===== src/rtl/host_api_pkg.sv =====
// Shared command codes and FSM state encoding for the host command controller.
package host_api_pkg;

  typedef enum logic [5:0] {
    CMD_SET_OFFSET = 6'd1,
    CMD_STATUS     = 6'd2,
    CMD_RUN        = 6'd3,
    CMD_SET_PTR    = 6'd5,
    CMD_WRITE_INC  = 6'd6,
    CMD_READ_INC   = 6'd7
  } cmd_e;

  typedef enum logic [1:0] {
    IDLE   = 2'd0,
    ACCESS = 2'd1,
    RESP   = 2'd2
  } state_e;

endpackage


===== src/rtl/api_timeout.sv =====
// Access watchdog: counts cycles after start and flags expiry on the TIMEOUT-th cycle.
module api_timeout #(
  parameter int TIMEOUT = 255
) (
  input  logic clk,
  input  logic rst,
  input  logic start,
  input  logic stop,
  output logic expired
);

  localparam int CW = $clog2(TIMEOUT + 1);

  logic [CW-1:0] count_reg;
  logic          run_reg;

  // count_reg is 0 during the first waiting cycle, so expiry lands on cycle TIMEOUT
  assign expired = run_reg && (count_reg == CW'(TIMEOUT - 1));

  always_ff @(posedge clk or posedge rst) begin
    if (rst) begin
      count_reg <= '0;
      run_reg   <= 1'b0;
    end else if (start) begin
      count_reg <= '0;
      run_reg   <= 1'b1;
    end else if (stop) begin
      run_reg   <= 1'b0;
    end else if (run_reg && !expired) begin
      count_reg <= count_reg + 1'b1;
    end
  end

endmodule


===== src/rtl/host_api_ctrl.sv =====
// Host command controller: offset/pointer registers and SDRAM word access.
// Define API_READBACK_EN to enable cmd 7 READ_INC (SDRAM read at pointer).
module host_api_ctrl
  import host_api_pkg::*;
#(
  parameter int ADDR_BITS   = 22,
  parameter int NUM_REGIONS = 2,
  parameter int TIMEOUT     = 255
) (
  input  logic                                  clk,
  input  logic                                  rst,
  input  logic                                  req_valid,
  input  logic [5:0]                            req_cmd,
  input  logic [31:0]                           req_arg,
  output logic                                  resp_valid,
  output logic                                  resp_err,
  output logic [31:0]                           resp_arg,
  output logic                                  ram_req,
  output logic                                  ram_we,
  output logic [ADDR_BITS-1:0]                  ram_addr,
  output logic [15:0]                           ram_wdata,
  input  logic                                  ram_ack,
  input  logic [15:0]                           ram_rdata,
  output logic                                  ram_refresh,
  output logic [NUM_REGIONS-1:0][ADDR_BITS-1:0] offsets,
  output logic                                  load_state
);

  state_e                 state_reg, state_next;
  logic [ADDR_BITS-1:0]   ptr_reg, ptr_next;
  logic                   load_reg, load_next;
  logic                   overrun_reg, overrun_next;
  logic                   resp_err_reg, resp_err_next;
  logic [31:0]            resp_arg_reg, resp_arg_next;
  logic                   ram_req_reg, ram_req_next;
  logic [ADDR_BITS-1:0]   ram_addr_reg, ram_addr_next;
  logic [15:0]            ram_wdata_reg, ram_wdata_next;
  logic [ADDR_BITS-1:0]   offset_reg [NUM_REGIONS];

  logic                   off_we;
  logic [3:0]             off_idx;
  logic [4:0]             off_shift;
  logic [ADDR_BITS-1:0]   off_val;
  logic                   off_ok;
  logic [23:0]            ptr24;
  logic                   tmo_start, tmo_stop, tmo_expired;
  logic                   unused_inputs;

  assign off_idx   = req_arg[31:28];
  assign off_shift = req_arg[4:0];
  assign off_ok    = (int'(off_idx) < NUM_REGIONS) && (int'(off_shift) < ADDR_BITS);
  assign off_val   = (off_shift == 5'd0) ? '0
                   : ({{(ADDR_BITS-1){1'b0}}, 1'b1} << off_shift);

  generate
    if (ADDR_BITS >= 24) begin : g_ptr_trunc
      assign ptr24 = ptr_reg[23:0];
    end else begin : g_ptr_ext
      assign ptr24 = {{(24-ADDR_BITS){1'b0}}, ptr_reg};
    end
  endgenerate

  api_timeout #(.TIMEOUT(TIMEOUT)) u_timeout (
    .clk     (clk),
    .rst     (rst),
    .start   (tmo_start),
    .stop    (tmo_stop),
    .expired (tmo_expired)
  );

`ifdef API_READBACK_EN
  logic ram_we_reg, ram_we_next;
  assign ram_we = ram_we_reg;
  always_ff @(posedge clk or posedge rst) begin
    if (rst) ram_we_reg <= 1'b0;
    else     ram_we_reg <= ram_we_next;
  end
`else
  assign ram_we = 1'b1;
`endif

  always_comb begin
    state_next     = state_reg;
    ptr_next       = ptr_reg;
    load_next      = load_reg;
    overrun_next   = overrun_reg;
    resp_err_next  = resp_err_reg;
    resp_arg_next  = resp_arg_reg;
    ram_req_next   = ram_req_reg;
    ram_addr_next  = ram_addr_reg;
    ram_wdata_next = ram_wdata_reg;
`ifdef API_READBACK_EN
    ram_we_next    = ram_we_reg;
`endif
    off_we         = 1'b0;
    tmo_start      = 1'b0;
    tmo_stop       = 1'b0;

    // Requests arriving while busy are dropped but remembered
    if (req_valid && state_reg != IDLE) overrun_next = 1'b1;

    case (state_reg)
      IDLE: begin
        if (req_valid) begin
          state_next    = RESP;
          resp_err_next = 1'b0;
          resp_arg_next = '0;
          case (req_cmd)
            CMD_SET_OFFSET: begin
              if (off_ok) begin
                off_we    = 1'b1;
                load_next = 1'b1;
              end else begin
                resp_err_next = 1'b1;
              end
            end
            CMD_STATUS: begin
              resp_arg_next = {overrun_reg, load_reg, 6'b0, ptr24};
              overrun_next  = 1'b0;
            end
            CMD_RUN:     load_next = 1'b0;
            CMD_SET_PTR: ptr_next  = req_arg[ADDR_BITS-1:0];
            CMD_WRITE_INC: begin
              state_next     = ACCESS;
              ram_req_next   = 1'b1;
              ram_addr_next  = ptr_reg;
              ram_wdata_next = req_arg[15:0];
`ifdef API_READBACK_EN
              ram_we_next    = 1'b1;
`endif
              tmo_start      = 1'b1;
            end
`ifdef API_READBACK_EN
            CMD_READ_INC: begin
              state_next     = ACCESS;
              ram_req_next   = 1'b1;
              ram_we_next    = 1'b0;
              ram_addr_next  = ptr_reg;
              ram_wdata_next = '0;
              tmo_start      = 1'b1;
            end
`endif
            default: resp_err_next = 1'b1;
          endcase
        end
      end
      ACCESS: begin
        // A late ack wins over expiry in the same cycle
        if (ram_ack) begin
          state_next   = RESP;
          ram_req_next = 1'b0;
          ptr_next     = ptr_reg + 1'b1;
          tmo_stop     = 1'b1;
`ifdef API_READBACK_EN
          if (!ram_we_reg) resp_arg_next = {16'b0, ram_rdata};
`endif
        end else if (tmo_expired) begin
          state_next    = RESP;
          ram_req_next  = 1'b0;
          resp_err_next = 1'b1;
          tmo_stop      = 1'b1;
        end
      end
      RESP:    state_next = IDLE;
      default: state_next = IDLE;
    endcase
  end

  always_ff @(posedge clk or posedge rst) begin
    if (rst) begin
      state_reg     <= IDLE;
      ptr_reg       <= '0;
      load_reg      <= 1'b1;
      overrun_reg   <= 1'b0;
      resp_err_reg  <= 1'b0;
      resp_arg_reg  <= '0;
      ram_req_reg   <= 1'b0;
      ram_addr_reg  <= '0;
      ram_wdata_reg <= '0;
    end else begin
      state_reg     <= state_next;
      ptr_reg       <= ptr_next;
      load_reg      <= load_next;
      overrun_reg   <= overrun_next;
      resp_err_reg  <= resp_err_next;
      resp_arg_reg  <= resp_arg_next;
      ram_req_reg   <= ram_req_next;
      ram_addr_reg  <= ram_addr_next;
      ram_wdata_reg <= ram_wdata_next;
    end
  end

  always_ff @(posedge clk or posedge rst) begin
    if (rst) begin
      for (int i = 0; i < NUM_REGIONS; i++) offset_reg[i] <= '0;
    end else if (off_we) begin
      for (int i = 0; i < NUM_REGIONS; i++)
        if (off_idx == 4'(i)) offset_reg[i] <= off_val;
    end
  end

  genvar gi;
  generate
    for (gi = 0; gi < NUM_REGIONS; gi++) begin : g_offsets
      assign offsets[gi] = offset_reg[gi];
    end
  endgenerate

  assign resp_valid    = (state_reg == RESP);
  assign resp_err      = resp_err_reg;
  assign resp_arg      = resp_arg_reg;
  assign ram_req       = ram_req_reg;
  assign ram_addr      = ram_addr_reg;
  assign ram_wdata     = ram_wdata_reg;
  assign ram_refresh   = ~ram_req_reg;
  assign load_state    = load_reg;
  assign unused_inputs = ^{req_arg, ram_rdata};

endmodule

===== config.mk =====
export PLATFORM = sky130hd
export DESIGN_NAME = host_api_ctrl
export DESIGN_NICKNAME = d
export VERILOG_FILES = /design/src/rtl/host_api_pkg.sv /design/src/rtl/api_timeout.sv /design/src/rtl/host_api_ctrl.sv
export SDC_FILE = /design/constraint.sdc
export NUM_CORES = 1
export LEC_CHECK = 0
export ABC_AREA = 1
export ABC_CLOCK_PERIOD_IN_PS = 5800
export CORE_UTILIZATION = 49
export DETAILED_ROUTE_END_ITERATION = 10
export PLACE_DENSITY = 0.8
export SLEW_MARGIN = 20
export SYNTH_ARGS = -nofsm -noshare
export SYNTH_HDL_FRONTEND = slang
export SYNTH_HIERARCHICAL = 1
export SYNTH_SLANG_ARGS = --single-unit

===== constraint.sdc =====
create_clock -name clk -period 5.8 [get_ports clk]
set_clock_uncertainty 0.05 [all_clocks]
set_input_delay 0.87 -clock clk [delete_from_list [all_inputs] [get_ports clk]]
set_output_delay 0.87 -clock clk [all_outputs]
set_load 0.1 [all_outputs]

== Word level (Yosys, flattened, before mapping) ==
Cells that the tools add are included.
Storage, ports and cells
  bits in registers: 151
  input bits: 58
  output and inout port bits: 120
  logic and storage cells: 104
Cells by class
  $add $sub $neg: 2
  magnitude comparators: 2
  eq/ne operators: 18
  shifts and indexed selects: 1
  muxes and demuxes: 43
  bitwise operators: 1
  reductions and logical operators: 24
Operators with widths (count)
  22-bit 2-to-1 mux: 4
  22-bit case mux with 2 select lines: 1
  32-bit 2-to-1 mux: 1
  1-bit 2-to-1 mux: 25
  8-bit 2-to-1 mux: 3
  22-bit by 1-bit adder with 22-bit output (second input constant): 1
  1-bit by 5-bit << shifter with 22-bit output (first input constant): 1
  4-bit AND reduction: 4
  6-bit by 2-bit == test with 1-bit output (second input constant): 2
  6-bit by 3-bit == test with 1-bit output (second input constant): 2
  2-bit inequality test (second input constant): 5
  2-bit AND reduction: 5
  2-bit nonzero test: 5
  8-bit by 1-bit adder with 8-bit output (second input constant): 1
  8-bit == test (second input constant): 1
  2-bit 2-to-1 mux: 4
  1-bit case mux with 2 select lines: 4
  6-bit by 1-bit == test with 1-bit output (second input constant): 1
  2-bit by 1-bit inequality test with 1-bit output (second input constant): 3
  5-bit zero test: 1
  5-bit less-than comparator (second input constant): 1
  4-bit by 1-bit == test with 1-bit output (second input constant): 1
  1-bit logical AND: 4
  4-bit zero test: 1
  10 further kinds: 10

== Depth between registers and ports, before layout ==
Gate-level depths: netlist of run 1.
  depth after elaboration: 7
  depth in mapped cells: 15
  gate-level depth less buffers: 13

== By module ==
Netlist of run 1, hierarchy kept.
Modules (own cells, without submodules)
  host_api_ctrl: times used 1, cells an instance 787, area each 6276.0 sq um, seq. area each 3354.5 sq um
  api_timeout: times used 1, cells an instance 82, area each 573.0 sq um, seq. area each 225.2 sq um

== Least setup slack after synthesis of run 1 ==
No wires, ideal clock.
  path type: register to output
  from: reg state_reg[1]
  to: out resp_valid
  arrival time: 1.769 ns
  required time: 4.880 ns
  setup slack: 3.111 ns
  cell stages (with the launch flop): 3
  buffers on the path: 0
  cell sequence: dfrtp_1 inv_1 nor2_1
Between the ends
  word-level cells in the longest chain between the ends: 1
Ends and longest elaborated chain
  start: declaration: RTL line host_api_ctrl.sv:29  | state_e state_reg, state_next;
  start signal: assignment: RTL line host_api_ctrl.sv:181  | state_reg <= state_next;
  2-bit == test: RTL line host_api_ctrl.sv:209  | assign resp_valid = (state_reg == RESP);
  end: declaration: RTL line host_api_ctrl.sv:15  | output logic resp_valid,
No other way between the ends.

== Worst setup path after layout of run 1 ==
  from: in req_arg[2]
  to: reg offset_reg, in the netlist offsets[36]
Between the ends
  word-level cells in the longest chain between the ends: 7
  elaborated cells between the ends (all ways): 10
  classes of those cells: 1 x order compare; 1 x shift; 5 x mux; 3 x reduce/logical
Ends and longest elaborated chain
  start: declaration: RTL line host_api_ctrl.sv:14  | input logic [31:0] req_arg,
  5-bit less-than comparator: RTL line host_api_ctrl.sv:51  | assign off_ok = (int'(off_idx) < NUM_REGIONS) && (int'(off_shift) < ADDR_BITS);
  1-bit logical AND: RTL line host_api_ctrl.sv:51
  1-bit 2-to-1 mux: RTL line host_api_ctrl.sv:110  | if (off_ok) begin
  1-bit 2-to-1 mux: RTL line host_api_ctrl.sv:108  | case (req_cmd)
  1-bit 2-to-1 mux: RTL line host_api_ctrl.sv:104  | if (req_valid) begin
  1-bit 2-to-1 mux: RTL line host_api_ctrl.sv:102  | case (state_reg)
  2-bit AND reduction (no line)
  end signal: indexed assignment: RTL line host_api_ctrl.sv:198  | if (off_idx == 4'(i)) offset_reg[i] <= off_val;
  end: declaration: RTL line host_api_ctrl.sv:38  | logic [ADDR_BITS-1:0] offset_reg [NUM_REGIONS];
Parallel ways exist; a longest one is shown, timed or not.
A chain may end at the register's enable or synchronous reset.

==> results of run 1 <==
## logic make-up after synthesis
family	after synthesis	share of synthesized area [%]
AO/OA/AOI/OAI	91	7.38
buffers and inverters	117	7.64
other	2	0.110
adder cells (fa/ha/maj)	3	0.548
AND/OR/NAND/NOR	512	31.9
XOR/XNOR	1	0.128
flip-flops	143	52.3
## power by group
group	internal, mW	total [mW]	switching (mW)
registers	1.15	1.30	0.152
clock network	0.706	1.13	0.421
logic	0.287	1.12	0.831
total	2.14	3.55	1.40
## layout make-up
cell class	instances	share of cell area (%)
inverter	71	3.01
tap	176	2.47
multi-input combinational	616	31.0
timing repair buffer	149	16.6
clock inverter	10	1.53
sequential	143	40.1
clock buffer	21	5.27
## through the flow
stage	util (%)	hold WS, ps	setup WS (ps)	power, mW
4_1_cts	66.4	424	2280	3.55
3_5_place_dp	61.9	404	1920	2.42
2_1_floorplan	-	417	1300	2.15
5_1_grt	66.4	438	1910	3.71
3_3_place_gp	61.9	402	1990	2.40
6_report	66.4	423	2290	3.55
## cells in the final DEF (no fill, tap or decap), types with 9 or more instances in the layout
cell	synthesis	routed
nand4_1	50	50
nand2_1	298	298
o21ai_2	10	10
conb_1	2	9
dfrtp_1	142	142
nor2_1	97	97
clkbuf_16	0	17
o21ai_0	71	71
clkdlybuf4s50_1	0	146
inv_1	66	65
nand3_1	48	48
## per-layer routing
metal,vias up,GRT usage [%]
met3,32,5.61
met1,2934,35.2
li1,3026,-
met5,-,0
met4,0,9.65
met2,227,39.1
## worst min path at each step
| stage | startpoint | to | slack, ps | depth (start not counted) |
|---|---|---|---|---|
| after floorplan | overrun_reg | resp_arg[31] | 420 | 1 |
| after global placement | offsets[22] | offsets[22] | 400 | 2 |
| after detailed placement | offsets[0] | offsets[0] | 400 | 2 |
| after CTS | offsets[0] | offsets[0] | 420 | 2 |
| after global routing | ram_wdata[8] | ram_wdata[8] | 440 | 2 |
| final | ram_wdata[5] | ram_wdata[5] | 420 | 2 |
## critical path, stage by stage
cell and delay (ps):
clkdlybuf4s50_1 510, nand2_1 130, nand2_1 50, nand2_1 100
nand2_1 100, nor2_4 690, nand3_1 910, nand2_1 280
nand2_1 90
==> run metrics, run 1 <==
outcome=finished clean; Post-DP Area=8330 um2; All-Layer GR Usage=25.4%; die area=14,500 um2; worst-margin pin slew=1050 ps; worst skew pair latency=420 ps; Rows=42; Post-CTS Resized=0; cell chosen for the clock root=clkbuf_16; TritonCTS buffer count=17; Worst Hold Class=flop to flop; Slew headroom=30.0%; Post-synth ARST share=100%; Synth Instances=869; Final Non-Filler Cells=1,186; RSZ-0062 raised after global routing=no; register area=3580 um2; Buffers on Ports=146; total congestion overflow=0; htree depth=4; met3 routed WL=1.15 mm; met2 WL=8.16 mm; #FFs+latches synth=143; worst-case vdd ir drop=239 uV; highest clock rate=0.285 GHz; hold bufs inserted after CTS=0; vias after detailed routing=6,219; Setup CP Type=primary input to flop; max reg flops=44; Critical path destination=offsets[36]; DP HPWL=11.9 mm; post-route cell area=8930 um2; final hold vios=0; DP Cell Count=1,155; share of cells above drive strength 1=6.53%; syn avg cell area=7.88 um2; Worst R2R Path Depth=6; multi-input logic area=2770 um2; period utilization=60.4%; Initial Util=50.9%; CTS tree=done; largest net degree at the start of global routing=69; setup_tns=0 ps; DR DRC count=0; Final nets=1,059; Final Max Slew Viols=0; Crit Path Max Fanout=45; YS warnings=6; initial antenna violation count=0; Core Box Area=13,500 um2; Req. time, crit path=6040 ps; top-count cell post-synth=nand2_1; Sink Count=143; top-area cell type share of the netlist area=51.9%; min cycle time layout=3510 ps; DRT iter0 DRCs=545; ANT nets after route=0; first-pass GRT wire length=28.6 mm; Worst setup EP type=flop; Mapped Area=6850 um2; Filler cells=1,142; Max-Cap Viols=0; Clock Tree Buf Depth=2; GP Congestion=0.874; R2R setup slack=2680 ps; Worst Path Arrival=3750 ps; final setup vio count=0; post-synthesis cell type count=28; area grow syn2layout=30.4%; FF-to-FF Start=state_reg[1]; vias in the first global route=5,723; startpoint types=primary input; Die Ht=120 um; Antenna diodes=0; drt via density=5.24; sequential element share of the synthesized area=52.3%; reg2reg end=offsets[36]; Post-synth EDFFs=0; Pwr Density=397 nW/um2; worst setup path startpoint=req_arg[2]; Synth Flop Type=dfrtp_1; Pleak=4.34 nW; uppermost layer routed=met4; DR pass1 iterations=5; met1 wire length=7.91 mm; routed wire length=17.6 mm; Post-CTS Repair Setup Buffers=0; top post-synthesis cells by area=dfrtp_1, nand2_1, nor2_1; WL/cell=14.9 um; Synth top cells by count=nand2_1, dfrtp_1, nor2_1, o21ai_0, inv_1; IO Count=178; clk slew on worst S/H paths=60 ps; cell accounting for the most synthesized area=dfrtp_1; die width=120 um
No activity file was read; power rests on OpenSTA's default activity.
==> run 2: changes to the inputs <==
--- a/config.mk
+++ b/config.mk
@@ -6,7 +6,7 @@
 export NUM_CORES = 1
 export LEC_CHECK = 0
 export ABC_AREA = 1
-export ABC_CLOCK_PERIOD_IN_PS = 5800
+export ABC_CLOCK_PERIOD_IN_PS = 3500
 export CORE_UTILIZATION = 49
 export DETAILED_ROUTE_END_ITERATION = 10
 export PLACE_DENSITY = 0.8
==> constraint.sdc (replaced) <==
create_clock -name clk -period 3.5 [get_ports clk]
set_clock_uncertainty 0.05 [all_clocks]
set_input_delay 0.525 -clock clk [delete_from_list [all_inputs] [get_ports clk]]
set_output_delay 0.525 -clock clk [all_outputs]
set_load 0.1 [all_outputs]
==> run 2 against run 1 <==
  * Sequential cell count is the same
  * Wire length shrank 0.26%
  * Core utilization grew 0.75 points
  * Clock power grew 65%
  * Register-to-register slack lost 1500 ps
  * Largest cell class unchanged
  * Sequential power grew 65%
  * Largest power group unchanged
  * Die area is the same
  * Non-clock buffer count grew 9
  * Power grew 65%
==> run metrics, run 2 (synthesis gave the netlist of run 1 again) <==
Initial Util=50.9% (unchanged); Pleak=4.39 nW (was 4.34 nW); DR DRC count=0 (unchanged); Buf/Inv on CP=1 (unchanged); worst-margin pin slew=1040 ps (was 1050 ps); die area=14,500 um2 (unchanged); Worst Hold Class=primary input to async pin (was flop to flop); Clock Tree Buf Depth=2 (unchanged); hold bufs inserted after CTS=0 (unchanged); worst-case vdd ir drop=371 uV (was 239 uV); Antenna diodes=0 (unchanged); All-Layer GR Usage=25.5% (was 25.4%); Req. time, crit path=2920 ps (was 6040 ps); DP HPWL=11.9 mm (about the same); Final Core Density=67.2% (was 66.4%); critical path's top delay family=buffers and inverters (was simple AND/OR/NAND/NOR gates); largest net degree at the start of global routing=79 (was 69); drt via density=5.19 (was 5.24); Slew headroom=30.1% (was 30.0%); worst hold slack=410 ps (was 423 ps); total congestion overflow=0 (unchanged); slowest cell on the critical path=clkdlybuf4s50_1 (was nand3_1); clk slew on worst S/H paths=60 ps (about the same); final setup vio count=0 (unchanged); Final Non-Filler Cells=1,196 (was 1,186); outcome=finished clean (unchanged); sw frac=39.6% (about the same); CTS tree=done (unchanged); Post-CTS Repair Setup Buffers=0 (unchanged); Pint=3.54 mW (was 2.14 mW); initial antenna violation count=0 (unchanged); Worst Path Arrival=2080 ps (was 3750 ps); Final nets=1,068 (was 1,059); DR pass1 iterations=6 (was 5); startpoint types=flop (was primary input); die width=120 um (unchanged); worst skew pair latency=420 ps (about the same); final worst slack=840 ps (was 2290 ps); DRT iter0 DRCs=575 (was 545); htree depth=4 (unchanged); area grow syn2layout=31.9% (was 30.4%); min cycle time layout=2660 ps; first-pass GRT wire length=28.8 mm (was 28.6 mm); highest clock rate=0.376 GHz; Pwr Density=649 nW/um2 (was 397 nW/um2); vias after detailed routing=6,207 (was 6,219); Worst setup EP type=output pin (was flop); Sink Count=143 (unchanged); Max-Cap Viols=0 (unchanged); Post-CTS Resized=0 (unchanged); share of cells above drive strength 1=7.65% (was 6.53%); cell chosen for the clock root=clkbuf_16 (unchanged); Final Max Slew Viols=0 (unchanged); Core Box Area=13,500 um2 (unchanged); vias in the first global route=5,741 (was 5,723); TritonCTS buffer count=17 (unchanged); FF-to-FF Start=u_timeout/count_reg[0] (was state_reg[1]); Crit Path Max Fanout=3 (was 45); CP peak stage delay=1130 ps (was 910 ps); sequential share of power=36.7% (about the same); sw power=2.32 mW (was 1.40 mW); Filler cells=1,105 (was 1,142); Place WS=981 ps (was 1920 ps); WL/cell=14.7 um (was 14.9 um); Buffers on Ports=146 (unchanged); commonest non-fill, non-tap cells in the layout=nand2_1, clkdlybuf4s50_1, dfrtp_1 (unchanged); commonest non-fill, non-tap cell in the layout=nand2_1 (unchanged); DP Cell Count=1,164 (was 1,155); ANT nets after route=0 (unchanged); IO Count=178 (unchanged); period utilization=76.0%; final hold vios=0 (unchanged); Rows=42 (unchanged); worst setup path startpoint=load_state (was req_arg[2]); Setup CP Type=flop to output pin (was primary input to flop); RSZ-0062 raised after global routing=no (unchanged); GP Congestion=0.888 (was 0.874); Die Ht=120 um (unchanged); max reg flops=44 (unchanged); routed wire length=17.6 mm (about the same); combinational power share=31.6% (was 31.5%); setup_tns=0 ps (unchanged); CP Cell Sequence=clkdlybuf4s50_1 (was clkdlybuf4s50_1, nand2_1, nand2_1, nand2_1, nand2_1, nor2_4, nand3_1, nand2_1, nand2_1); clock group share of total power=31.7% (was 31.8%)
-- run 2: cell types whose count changed in the layout (fill, tap and decap cells not counted) --
cell,delta
clkbuf_1,-1
buf_12,+2
clkinv_4,+4
inv_4,-1
clkdlybuf4s50_1,-1
buf_4,+8
clkbuf_8,-1
-- run 2: path summary, 6_finish.rpt --
kind                            slack (ps)                      to  depth (start not counted)
worst max-delay path                   840              load_state                          1
min in group clk                       420              offsets[6]                          2
worst min register to register         420              offsets[6]                          2
max in group asynchronous             2150             ptr_reg[16]                          3
worst max register to register        1220  u_timeout/count_reg[0]                         12
worst min-delay path                   410  u_timeout/count_reg[1]                          2
-- run 2: power by group through the flow --
| stage | registers (mW) | clock network (mW) | logic [mW] |
|---|---|---|---|
| floorplan | 2.73 | 0 | 0.832 |
| global placement | 2.16 | 0 | 1.81 |
| detailed placement | 2.17 | 0 | 1.85 |
| CTS | 2.15 | 1.88 | 1.86 |
| global route | 2.19 | 1.96 | 2.01 |
| finish | 2.15 | 1.86 | 1.85 |
-- run 2: metrics by stage --
stage	total power, mW	area (um2)
6_report	5.86	9030
5_1_grt	6.16	9030
4_1_cts	5.89	9030
3_5_place_dp	4.01	8420
3_3_place_gp	3.97	8420
2_1_floorplan	3.56	6880
-- run 2: cell type report --
| type | count | area, um2 | share of cell area (%) |
|---|---|---|---|
| clock buffer | 19 | 453 | 5.01 |
| tap | 176 | 220 | 2.44 |
| inverter | 71 | 270 | 2.99 |
| sequential | 143 | 3580 | 39.6 |
| multi-input combinational | 616 | 2770 | 30.7 |
| clock inverter | 13 | 164 | 1.81 |
| timing repair buffer | 158 | 1570 | 17.4 |
-- run 2: metal layers --
layer / share of wire (%) / up-vias / track usage, %
met4: 1.7 / 0 / 8.18
li1: - / 3046 / -
met3: 6.3 / 21 / 6.18
met2: 47 / 229 / 39.5
met5: 0 / - / 0
met1: 45 / 2911 / 35.4
==> run 3: changes to the inputs <==
--- a/config.mk
+++ b/config.mk
@@ -6,7 +6,7 @@
 export NUM_CORES = 1
 export LEC_CHECK = 0
 export ABC_AREA = 1
-export ABC_CLOCK_PERIOD_IN_PS = 3500
+export ABC_CLOCK_PERIOD_IN_PS = 2700
 export CORE_UTILIZATION = 49
 export DETAILED_ROUTE_END_ITERATION = 10
 export PLACE_DENSITY = 0.8
==> constraint.sdc (replaced) <==
create_clock -name clk -period 2.7 [get_ports clk]
set_clock_uncertainty 0.05 [all_clocks]
set_input_delay 0.405 -clock clk [delete_from_list [all_inputs] [get_ports clk]]
set_output_delay 0.405 -clock clk [all_outputs]
set_load 0.1 [all_outputs]
==> run 3 against run 2 <==
  * First-iteration DRC count decreased by 4.7%
  * Combinational power rose by 28%
  * Core utilization down 2.2 points
  * Global-route usage fell by 0.25 points
  * Sequential power grew 30%
  * Non-clock buffer count is 3 higher
  * Critical endpoint is now u_timeout/count_reg[0]
==> run metrics, run 3 (synthesis gave the netlist of run 1 again) <==
Post-CTS Repair Setup Buffers=0 (unchanged); Antenna diodes=0 (unchanged); register area=3580 um2 (unchanged); RSZ-0062 raised after global routing=no (unchanged); commonest non-fill, non-tap cells in the layout=nand2_1, dfrtp_1, buf_4 (was nand2_1, clkdlybuf4s50_1, dfrtp_1); Die Ht=120 um (unchanged); min cycle time layout=2300 ps; Post-DP Area=8160 um2 (was 8420 um2); CTS tree=done (unchanged); Worst Hold Class=primary input to async pin (unchanged); Worst setup EP type=flop (was output pin); Worst R2R Path Depth=12 (unchanged); TritonCTS buffer count=17 (unchanged); worst-case vdd ir drop=546 uV (was 371 uV); cell chosen for the clock root=clkbuf_16 (unchanged); Setup CP Type=flop to flop (was flop to output pin); Core Box Area=13,500 um2 (unchanged); Initial Util=50.9% (unchanged); Post-CTS Resized=0 (unchanged); commonest non-fill, non-tap cell in the layout=nand2_1 (unchanged); Final Core Density=65.0% (was 67.2%); DR pass1 iterations=5 (was 6); Worst Path Arrival=2560 ps (was 2080 ps); Pwr Density=851 nW/um2 (was 649 nW/um2); ANT nets after route=0 (unchanged); first-pass GRT wire length=28.7 mm (was 28.8 mm); DP HPWL=11.9 mm (about the same); R2R setup slack=400 ps (was 1220 ps); vias after detailed routing=6,251 (was 6,207); highest clock rate=0.434 GHz; Buffers on Ports=146 (unchanged); setup_tns=0 ps (unchanged); Final nets=1,071 (was 1,068); GP Congestion=0.911 (was 0.888); WL/cell=14.6 um (was 14.7 um); Final Max Slew Viols=0 (unchanged); outcome=finished clean (unchanged); worst skew pair latency=420 ps (about the same); Clock Tree Buf Depth=2 (unchanged); Pleak=4.60 nW (was 4.39 nW); clk slew on worst S/H paths=60 ps (about the same); initial antenna violation count=0 (unchanged); Crit Path Max Fanout=13 (was 3); die width=120 um (unchanged); total congestion overflow=0 (unchanged); DRT iter0 DRCs=548 (was 575); final setup vio count=0 (unchanged); drt via density=5.22 (was 5.19); worst-margin pin slew=754 ps (was 1040 ps); reg2reg end=u_timeout/count_reg[0] (unchanged); max reg flops=44 (unchanged); Slew headroom=49.8% (was 30.1%); total chip power=7.44 mW (was 5.86 mW); DR DRC count=0 (unchanged); Filler cells=1,175 (was 1,105); Max-Cap Viols=0 (unchanged); All-Layer GR Usage=25.3% (was 25.5%); post-route cell area=8740 um2 (was 9030 um2); area grow syn2layout=27.7% (was 31.9%); Rows=42 (unchanged); die area=14,500 um2 (unchanged); IO Count=178 (unchanged); share of cells above drive strength 1=18.3% (was 7.65%); worst setup path startpoint=u_timeout/count_reg[0] (was load_state); routed wire length=17.4 mm (was 17.6 mm); Sink Count=143 (unchanged); Req. time, crit path=2950 ps (was 2920 ps); FF-to-FF Start=u_timeout/count_reg[0] (unchanged); multi-input logic area=2770 um2 (unchanged); hold bufs inserted after CTS=0 (unchanged); htree depth=4 (unchanged); largest net degree at the start of global routing=135 (was 79); vias in the first global route=5,743 (was 5,741); period utilization=85.3%; startpoint types=flop (unchanged); final hold vios=0 (unchanged)
-- run 3: worst max path at each step --
stage                                  end  slack [ps]
floorplan                       resp_valid         480
global placement               offsets[34]         430
detailed placement             offsets[31]         400
CTS                 u_timeout/count_reg[0]         410
global route        u_timeout/count_reg[6]         230
finish              u_timeout/count_reg[0]         400
-- run 3: worst max-delay path, stage by stage (launching register included) --
cell,delay (ps)
dfrtp_1,380
inv_1,70
ha_1,210
nand2_1,60
nor2_1,40
nand2_2,210
nor2_1,120
nor2_1,150
nor2_1,80
nor2_2,440
nand2_1,130
o21ai_0,180
nor2_1,60
-- run 3: layer usage --
layer / vias to the layer above / global-route usage (%) / part of all wire (%)
met5: - / 0 / 0
met4: 0 / 7.72 / 1.7
met3: 21 / 6.51 / 6.3
met2: 186 / 38.3 / 46
met1: 2990 / 35.7 / 46
li1: 3054 / - / -
-- run 3: power breakdown --
group	internal [mW]	total (mW)	switching (mW)
registers	2.47	2.80	0.330
logic	0.586	2.37	1.78
clock network	1.43	2.27	0.846
total	4.48	7.44	2.96
-- run 3: cell type report --
| type | count | area share [%] |
|---|---|---|
| Sequential cell | 143 | 40.9 |
| Multi-Input combinational cell | 616 | 31.7 |
| Clock buffer | 26 | 6.05 |
| Clock inverter | 4 | 0.572 |
| Tap cell | 176 | 2.52 |
| Timing Repair Buffer | 161 | 15.1 |
| Inverter | 71 | 3.09 |
-- run 3: per-stage QoR --
| step | hold slack, ps | cells | setup slack [ps] |
|---|---|---|---|
| 6_report | 295 | 1197 | 397 |
| 5_1_grt | 318 | 1197 | 227 |
| 4_1_cts | 303 | 1197 | 412 |
| 3_5_place_dp | 406 | 1167 | 404 |
| 3_3_place_gp | 404 | 1167 | 434 |
| 2_1_floorplan | 183 | 876 | 476 |
